==> src/rtl/load_store_unit.sv <==
// Load/store unit: sizes and aligns byte/half/word accesses onto a word-wide
// DataMemory port, using read-modify-write for sub-word stores.
module load_store_unit #(
  parameter int unsigned ADDR_WIDTH = 32
) (
  input  logic                  clk,
  input  logic                  rst_n,
  input  logic                  req_valid,
  output logic                  req_ready,
  input  logic                  req_we,
  input  logic [1:0]            req_size,
  input  logic                  req_unsigned,
  input  logic [ADDR_WIDTH-1:0] req_addr,
  input  logic [31:0]           req_wdata,
  output logic                  resp_valid,
  output logic [31:0]           resp_rdata,
  output logic                  resp_err,
  output logic [ADDR_WIDTH-1:0] mem_address,
  output logic [31:0]           mem_write_data,
  output logic                  mem_write_enable,
  output logic                  mem_read_enable,
  input  logic [31:0]           mem_read_data
);

  localparam logic [1:0] SIZE_BYTE = 2'b00;
  localparam logic [1:0] SIZE_HALF = 2'b01;
  localparam logic [1:0] SIZE_WORD = 2'b10;

  typedef enum logic [1:0] {IDLE, READ, WRITE, RESP} state_t;

  state_t                state_q, state_d;
  logic                  we_q, unsigned_q, err_q;
  logic [1:0]            size_q;
  logic [ADDR_WIDTH-1:0] addr_q;
  logic [31:0]           wdata_q;
  logic [31:0]           word_q;

  logic        accept_c;
  logic        req_bad_c;
  logic [7:0]  byte_lane_c;
  logic [15:0] half_lane_c;
  logic [31:0] load_ext_c;
  logic [31:0] merged_c;

  assign accept_c = req_valid && (state_q == IDLE);

  // Illegal size or misaligned address on the incoming request
  always_comb begin
    req_bad_c = 1'b0;
    case (req_size)
      SIZE_BYTE: req_bad_c = 1'b0;
      SIZE_HALF: req_bad_c = req_addr[0];
      SIZE_WORD: req_bad_c = (req_addr[1:0] != 2'b00);
      default:   req_bad_c = 1'b1;
    endcase
  end

  // State register and request/readback capture
  always_ff @(posedge clk) begin
    if (!rst_n) begin
      state_q    <= IDLE;
      we_q       <= 1'b0;
      unsigned_q <= 1'b0;
      err_q      <= 1'b0;
      size_q     <= 2'b00;
      addr_q     <= '0;
      wdata_q    <= '0;
      word_q     <= '0;
    end else begin
      state_q <= state_d;
      if (accept_c) begin
        we_q       <= req_we;
        unsigned_q <= req_unsigned;
        err_q      <= req_bad_c;
        size_q     <= req_size;
        addr_q     <= req_addr;
        wdata_q    <= req_wdata;
      end
      if (state_q == READ) begin
        word_q <= mem_read_data;
      end
    end
  end

  // Next-state: errors skip memory, word stores skip the readback
  always_comb begin
    state_d = state_q;
    case (state_q)
      IDLE: begin
        if (accept_c) begin
          if (req_bad_c)                            state_d = RESP;
          else if (req_we && req_size == SIZE_WORD) state_d = WRITE;
          else                                      state_d = READ;
        end
      end
      READ:    state_d = we_q ? WRITE : RESP;
      WRITE:   state_d = RESP;
      RESP:    state_d = IDLE;
      default: state_d = IDLE;
    endcase
  end

  // Little-endian lane extraction from the captured word
  always_comb begin
    byte_lane_c = 8'h00;
    case (addr_q[1:0])
      2'd0:    byte_lane_c = word_q[7:0];
      2'd1:    byte_lane_c = word_q[15:8];
      2'd2:    byte_lane_c = word_q[23:16];
      default: byte_lane_c = word_q[31:24];
    endcase
    half_lane_c = addr_q[1] ? word_q[31:16] : word_q[15:0];
  end

  // Load extension and store lane merge
  always_comb begin
    load_ext_c = word_q;
    merged_c   = wdata_q;
    case (size_q)
      SIZE_BYTE: begin
        load_ext_c = unsigned_q ? {24'h000000, byte_lane_c}
                                : {{24{byte_lane_c[7]}}, byte_lane_c};
        merged_c   = word_q;
        case (addr_q[1:0])
          2'd0:    merged_c[7:0]   = wdata_q[7:0];
          2'd1:    merged_c[15:8]  = wdata_q[7:0];
          2'd2:    merged_c[23:16] = wdata_q[7:0];
          default: merged_c[31:24] = wdata_q[7:0];
        endcase
      end
      SIZE_HALF: begin
        load_ext_c = unsigned_q ? {16'h0000, half_lane_c}
                                : {{16{half_lane_c[15]}}, half_lane_c};
        merged_c   = addr_q[1] ? {wdata_q[15:0], word_q[15:0]}
                               : {word_q[31:16], wdata_q[15:0]};
      end
      default: begin
        load_ext_c = word_q;
        merged_c   = wdata_q;
      end
    endcase
  end

  // Outputs decoded from the state register and latched request
  always_comb begin
    req_ready        = (state_q == IDLE);
    resp_valid       = (state_q == RESP);
    resp_err         = (state_q == RESP) && err_q;
    resp_rdata       = 32'h0;
    mem_read_enable  = (state_q == READ);
    mem_write_enable = (state_q == WRITE);
    mem_write_data   = 32'h0;
    mem_address      = {addr_q[ADDR_WIDTH-1:2], 2'b00};
    if (state_q == RESP && !we_q && !err_q) resp_rdata = load_ext_c;
    if (state_q == WRITE)                   mem_write_data = merged_c;
  end

endmodule

==> config.mk <==
export PLATFORM = sky130hd
export DESIGN_NAME = load_store_unit
export DESIGN_NICKNAME = d
export VERILOG_FILES = /design/src/rtl/load_store_unit.sv
export SDC_FILE = /design/constraint.sdc
export NUM_CORES = 1
export LEC_CHECK = 0
export CAP_MARGIN = 20
export CORE_MARGIN = 2
export CORE_UTILIZATION = 49
export CTS_CLUSTER_DIAMETER = 40
export DETAILED_ROUTE_END_ITERATION = 8
export PLACE_DENSITY = 0.92
export SLEW_MARGIN = 20
export SYNTH_ARGS = -nofsm -noshare
export SYNTH_HDL_FRONTEND = slang
export SYNTH_SLANG_ARGS = --single-unit
==> constraint.sdc <==
create_clock -name clk -period 5.85 [get_ports clk]
set_input_delay 1.755 -clock clk [delete_from_list [all_inputs] [get_ports clk]]
set_output_delay 1.755 -clock clk [all_outputs]
set_load 0.01 [all_outputs]
# [Word level (Yosys, flattened, before mapping)]
# Cells that the tools add are included.
[totals] register_bits=103 elab_cells=49
[op_classes] n_eq_ne=9 muxes=19 reduce_logical=13
[ops] op="$mux 32" count=5
[ops] op="$pmux 32 s2" count=2
[ops] op="$mux 8" count=4
[ops] op="$pmux 8 s3" count=1
[ops] op="$mux 16" count=1
[ops] op="$eq 2x1->1 const B" count=4
[ops] op="$eq 2x2->1 const B" count=4
[ops] op="$logic_not 2->1" count=4
[ops] op="$pmux 2 s4" count=1
[ops] op="$mux 2" count=3
[ops] op="$logic_and 1x1->1" count=5
[ops] op="$pmux 1 s3" count=1
[ops] op="$reduce_or 3->1" count=1
[ops] op="$logic_not 1->1" count=2
[ops] op="$ne 2x1->1 const B" count=1
[ops] op="$reduce_bool 2->1" count=1
[ops] op="$mux 1" count=1

# [Longest topological paths before layout]
[logic_depth] ltp_word=6 ltp_mapped=8

# [Worst setup path after synthesis]
# OpenSTA, ideal clock, no wires.
[synth_path] kind="register to output" from="register addr_q[0]" to="output resp_rdata[21]" t_arrival_ns=1.360 required_time_ns=4.095 path_slack_ns=2.735 stages_incl_launch_ff=6 n_path_buf=1 cell_sequence="dfxtp_1 -> nor2_1 -> mux4_2 -> nand2_2 -> buf_6 -> a21oi_1"
[synth_between] elab_chain_cells=5 elab_cells_between_ends=7 cone_classes="2 x eq/ne; 4 x mux; 1 x reduce/logical"
[synth_rtl] item="from (decl)" line="34" rtl="logic [ADDR_WIDTH-1:0] addr_q;"
[synth_rtl] item="from (signal assigned)" line="76" rtl="addr_q <= req_addr;"
[synth_rtl] item="$eq 2x2->1, or another cell as far along" line="106" rtl="case (addr_q[1:0])"
[synth_rtl] item="$pmux 8 s3 (*)" line="106"
[synth_rtl] item="$mux 32 (*)" line="121" rtl="load_ext_c = unsigned_q ? {24'h000000, byte_lane_c}"
[synth_rtl] item="$pmux 32 s2 (*)" line="119" rtl="case (size_q)"
[synth_rtl] item="$mux 32 (*)" line="154" rtl="if (state_q == RESP && !we_q && !err_q) resp_rdata = load_ext_c;"
[synth_rtl] item="to (decl)" line="16" rtl="output logic [31:0] resp_rdata,"
# Every way passes the cells marked *; elsewhere a longest branch is shown, timed or not.

# [Final worst setup path]
[layout_path] from="register size_q[0]" to="output mem_write_data[5]"
[layout_between] elab_chain_cells=3 elab_cells_between_ends=4 cone_classes="1 x eq/ne; 2 x mux; 1 x reduce/logical"
[layout_rtl] item="from (decl)" line="33" rtl="logic [1:0] size_q;"
[layout_rtl] item="from (signal assigned)" line="75" rtl="size_q <= req_size;"
[layout_rtl] item="$eq 2x1->1 or $logic_not 2->1 (tied branches)" line="119"
[layout_rtl] item="$pmux 32 s2 (*)" line="119"
[layout_rtl] item="$mux 32 (*)" line="155" rtl="if (state_q == WRITE) mem_write_data = merged_c;"
[layout_rtl] item="to (decl)" line="19" rtl="output logic [31:0] mem_write_data,"
# Marks and branches as above.

==> summary.md <==
| Metric | Value |
|---|---|
| Outcome | completed |
| Yosys warns | 0 |
| Total wire length | around 17 mm |
| TritonCTS clock tree | built |
| Fin nets | ~950 |
| Clk_skew | roughly 0.019 ns |
| Reg2Reg Depth | 6 |
| Hold Vio Cnt, Final | 0 |
| Slew @ Worst Pin | 1.08 ns |
| Fmax | 0.193 GHz |
| Worst hold start | wdata_q[16] |
| Post CTS Setup Buffer Count | 0 |
| Synth Register Bits | around 100 |
| Area of the multi-input gates | roughly 0.0030 mm² |
| GRT Total Usage | 0.283 |
| Critical Path Fanout Max | 23 |
| Clock Root Buffer | clkbuf_8 |
| Grt total ovfl | 0 |
| Clk slew on worst S/H paths | between 0.1 and 0.15 ns |
| Non-filler cells, final | a little under 1,000 |
| GR Util met3 | 0.0876 |
| 1st-pass router iterations | 7 |
| DR vias | around 5,600 |
| Register Area | between 0.002 and 0.0025 mm² |
| # IOs | between 200 and 250 |
| Post-CTS Resized | 0 |
| Syn Inst Count | ~710 |
| Yosys cell types | 39 |
| Met2 Track Usage GR | 0.475 |
| Avg Cell Area, Syn | 7.74 µm² |
| Worst vdd ir | ~330 µV |
| Die area | around 0.012 mm² |
| Vias in the first global route | ~5,200 |
| Post-Place Cells | approximately 980 |
| Crit-path most repeated cell | nor2b_1 |
| Slowest cell delay on critical path | between 0.9 and 1 ns |
| Layout area overhead | 35.9% |
| Min-Delay Path Class | flip-flop to flip-flop |
| Pwr per Cell Area | 337 mW/mm² |
| Initial antenna violation count | 0 |
| Critical path required time | approximately 4.1 ns |
| Post-Syn Area | 0.00551 mm² |
| EDFF count, synth | 0 |
| First-pass GRT wire length | approximately 26 mm |
| Hold EP | wdata_q[16] |
| Remaining DRCs | 0 |
| Final Max Tran Viols | 0 |
| Core area | 0.0109 mm² |
| Max Cap Viol | 0 |
| Tcrit/Tclk final | 0.886 |
| Slew margin rel. | 0.272 |
| Final setup viols | 0 |
| Setup TNS | 0 ns |
| Clock Tree Buf Depth | 2 |
| Global route hottest layer | met2 |
| Cts hold-fix bufs | 0 |
| Setup crit start kind | flip-flop |
| R2r startpoint | state_q[1] |
| Routability cong. | ~0.9 |
| CTS buffer count | 9 |
| Final min period | between 5 and 6 ns |
| Cell leakage power | about 2.6 nW |
| Initial Util | 0.506 |
| DP Wirelength | ~13 mm |
| Number of clock sinks | between 100 and 150 |
| Wirelength per Cell | around 17 µm |
| Worst skew pair latency | roughly 0.37 ns |
| Synth Flop Type | dfxtp_1 |
| Filler cells | 903 |
| Met1 Use GR | 0.353 |
| Unrepaired setup endpoints after global routing | false |
| Total power | 2.53 mW |
| Crit path kind | flip-flop to output pin |
| Port buffer count | approximately 200 |
| Pin count of the biggest net entering global routing | 44 |
| DR vias/cell | about 5.7 |
| Crit path DAT | 3.43 ns |
| Die Width | 110 µm |
| N_diodes | 0 |
| DRT antenna net count | 0 |
| WHS Path Cells | 2 |
| CP Capture Type | output pin |
| Row count | 38 |
| CP max-delay cell | o21ai_1 |
| Reg2reg end | wdata_q[24] |
| CP cell instances | nor2b_1 -> o21ai_1 -> mux2i_1 -> nor2b_1 -> clkdlybuf4s50_1 |
| Share of cells above drive strength 1 | 0.0599 |
| Sequential-to-total area share from yosys stat | 0.374 |
| DRT iter0 DRCs | 580 |
| Reg2Reg Setup Slack | ~3.7 ns |
| Die height | around 110 µm |
| Synth async-reset ratio | 0 |
| H-tree levels | 3 |
==> registers in the layout, summed over array words and instances (netlist names) <==
name,cells
addr_q,32
err_q,1
size_q,2
state_q,2
unsigned_q,1
wdata_q,32
we_q,1
word_q,32
==> area by class of cell <==
cell class | count | share of cell area
Inverter | 6 | 0.00301
Tap cell | 140 | 0.0234
Sequential cell | 103 | 0.275
Clock buffer | 9 | 0.0165
Clock inverter | 7 | 0.00886
Timing Repair Buffer | 209 | 0.277
Multi-Input combinational cell | 517 | 0.396
==> synth_stat cells (2+ instances only) <==
cell type	number	share of area
a21boi_0	4	0.0055
a21boi_1	4	0.0055
a21oi_1	112	0.10
a22oi_1	8	0.011
a32oi_1	8	0.013
and2_1	2	0.0023
buf_1	9	0.0061
buf_2	16	0.015
buf_4	34	0.046
clkbuf_1	27	0.018
dfxtp_1	103	0.37
ha_1	4	0.0091
inv_1	4	0.0027
mux2_2	8	0.016
mux2i_1	55	0.10
mux4_2	2	0.0082
nand2_1	166	0.11
nand2_2	2	0.0023
nand2b_1	3	0.0034
nand3b_1	7	0.0095
nor2_1	54	0.037
nor2b_1	17	0.019
nor3_1	7	0.0064
o21ai_0	18	0.016
o221a_2	7	0.014
o221ai_1	9	0.014
o22ai_1	10	0.011
==> through the flow <==
stage / hold slack (ns) / setup WS, ns / area (µm²) / utilization
floorplan: 0.433 / 2.73 / 5510 / -
global placement: 0.440 / 1.29 / 7290 / 0.669
detailed placement: 0.444 / 1.14 / 7290 / 0.669
CTS: 0.458 / 0.734 / 7480 / 0.687
global route: 0.474 / 0.486 / 7480 / 0.687
finish: 0.459 / 0.666 / 7480 / 0.687
==> layer usage <==
layer  wire length, µm  vias to the layer above
met3              2150                       37
met5                 0                        -
met1              6770                     2585
met2              7920                      321
li1                  -                     2672
met4               359                        0
==> worst max path at each step <==
stage | endpoint | cells after the start | from
after floorplan | resp_rdata[21] | 5 | addr_q[0]
after global placement | resp_rdata[6] | 5 | size_q[0]
after detailed placement | mem_write_data[5] | 5 | size_q[0]
after CTS | mem_write_data[5] | 5 | size_q[0]
after global routing | mem_write_data[5] | 5 | size_q[0]
final | mem_write_data[5] | 5 | size_q[0]
==> where the power goes <==
group | switching (mW) | internal [mW]
logic | 0.575 | 0.507
clock network | 0.269 | 0.165
registers | 0.171 | 0.838
==> kinds of logic after synthesis <==
logic type	count (synthesis)	synth area share
and+or+nand+nor	261	0.197
other	1	0.000681
AOI/OAI and AO/OA	184	0.198
adders and majority gates	4	0.00909
buffers and inverters	93	0.0915
muxes	66	0.129
DFF	103	0.374
==> critical path: cells and delay by family, from the launching register on <==
family | cells | cell delay (ns)
flops | 1 | 0.82
simple gates | 2 | 0.55
compound gates | 1 | 0.93
buf+inv | 1 | 0.56
mux | 1 | 0.19
==> cell usage in the layout, fill, tap and decap left out, drive strengths merged <==
master | synthesis | layout
nor3 | 7 | 7
nor2b | 17 | 17
clkinvlp | 0 | 1
mux2i | 55 | 55
a32oi | 8 | 8
a21oi | 112 | 112
nor2 | 55 | 55
mux4 | 3 | 3
nor3b | 1 | 1
nand2b | 3 | 3
dfxtp | 103 | 103
nand3b | 7 | 7
a211o | 1 | 1
o21ai | 19 | 19
and2 | 2 | 2
nand2 | 168 | 168
clkbuf | 27 | 9
a21boi | 8 | 8
o221ai | 9 | 9
clkinv | 1 | 3
o22ai | 10 | 10
o221a | 7 | 7
clkdlybuf4s50 | 0 | 201
inv | 5 | 9
buf | 60 | 8
o21a | 1 | 1
mux2 | 8 | 8
and4b | 1 | 1
a22oi | 8 | 8
a21o | 1 | 1
ha | 4 | 4
conb | 1 | 2
Note: power is estimated with default switching activity, not from simulation.
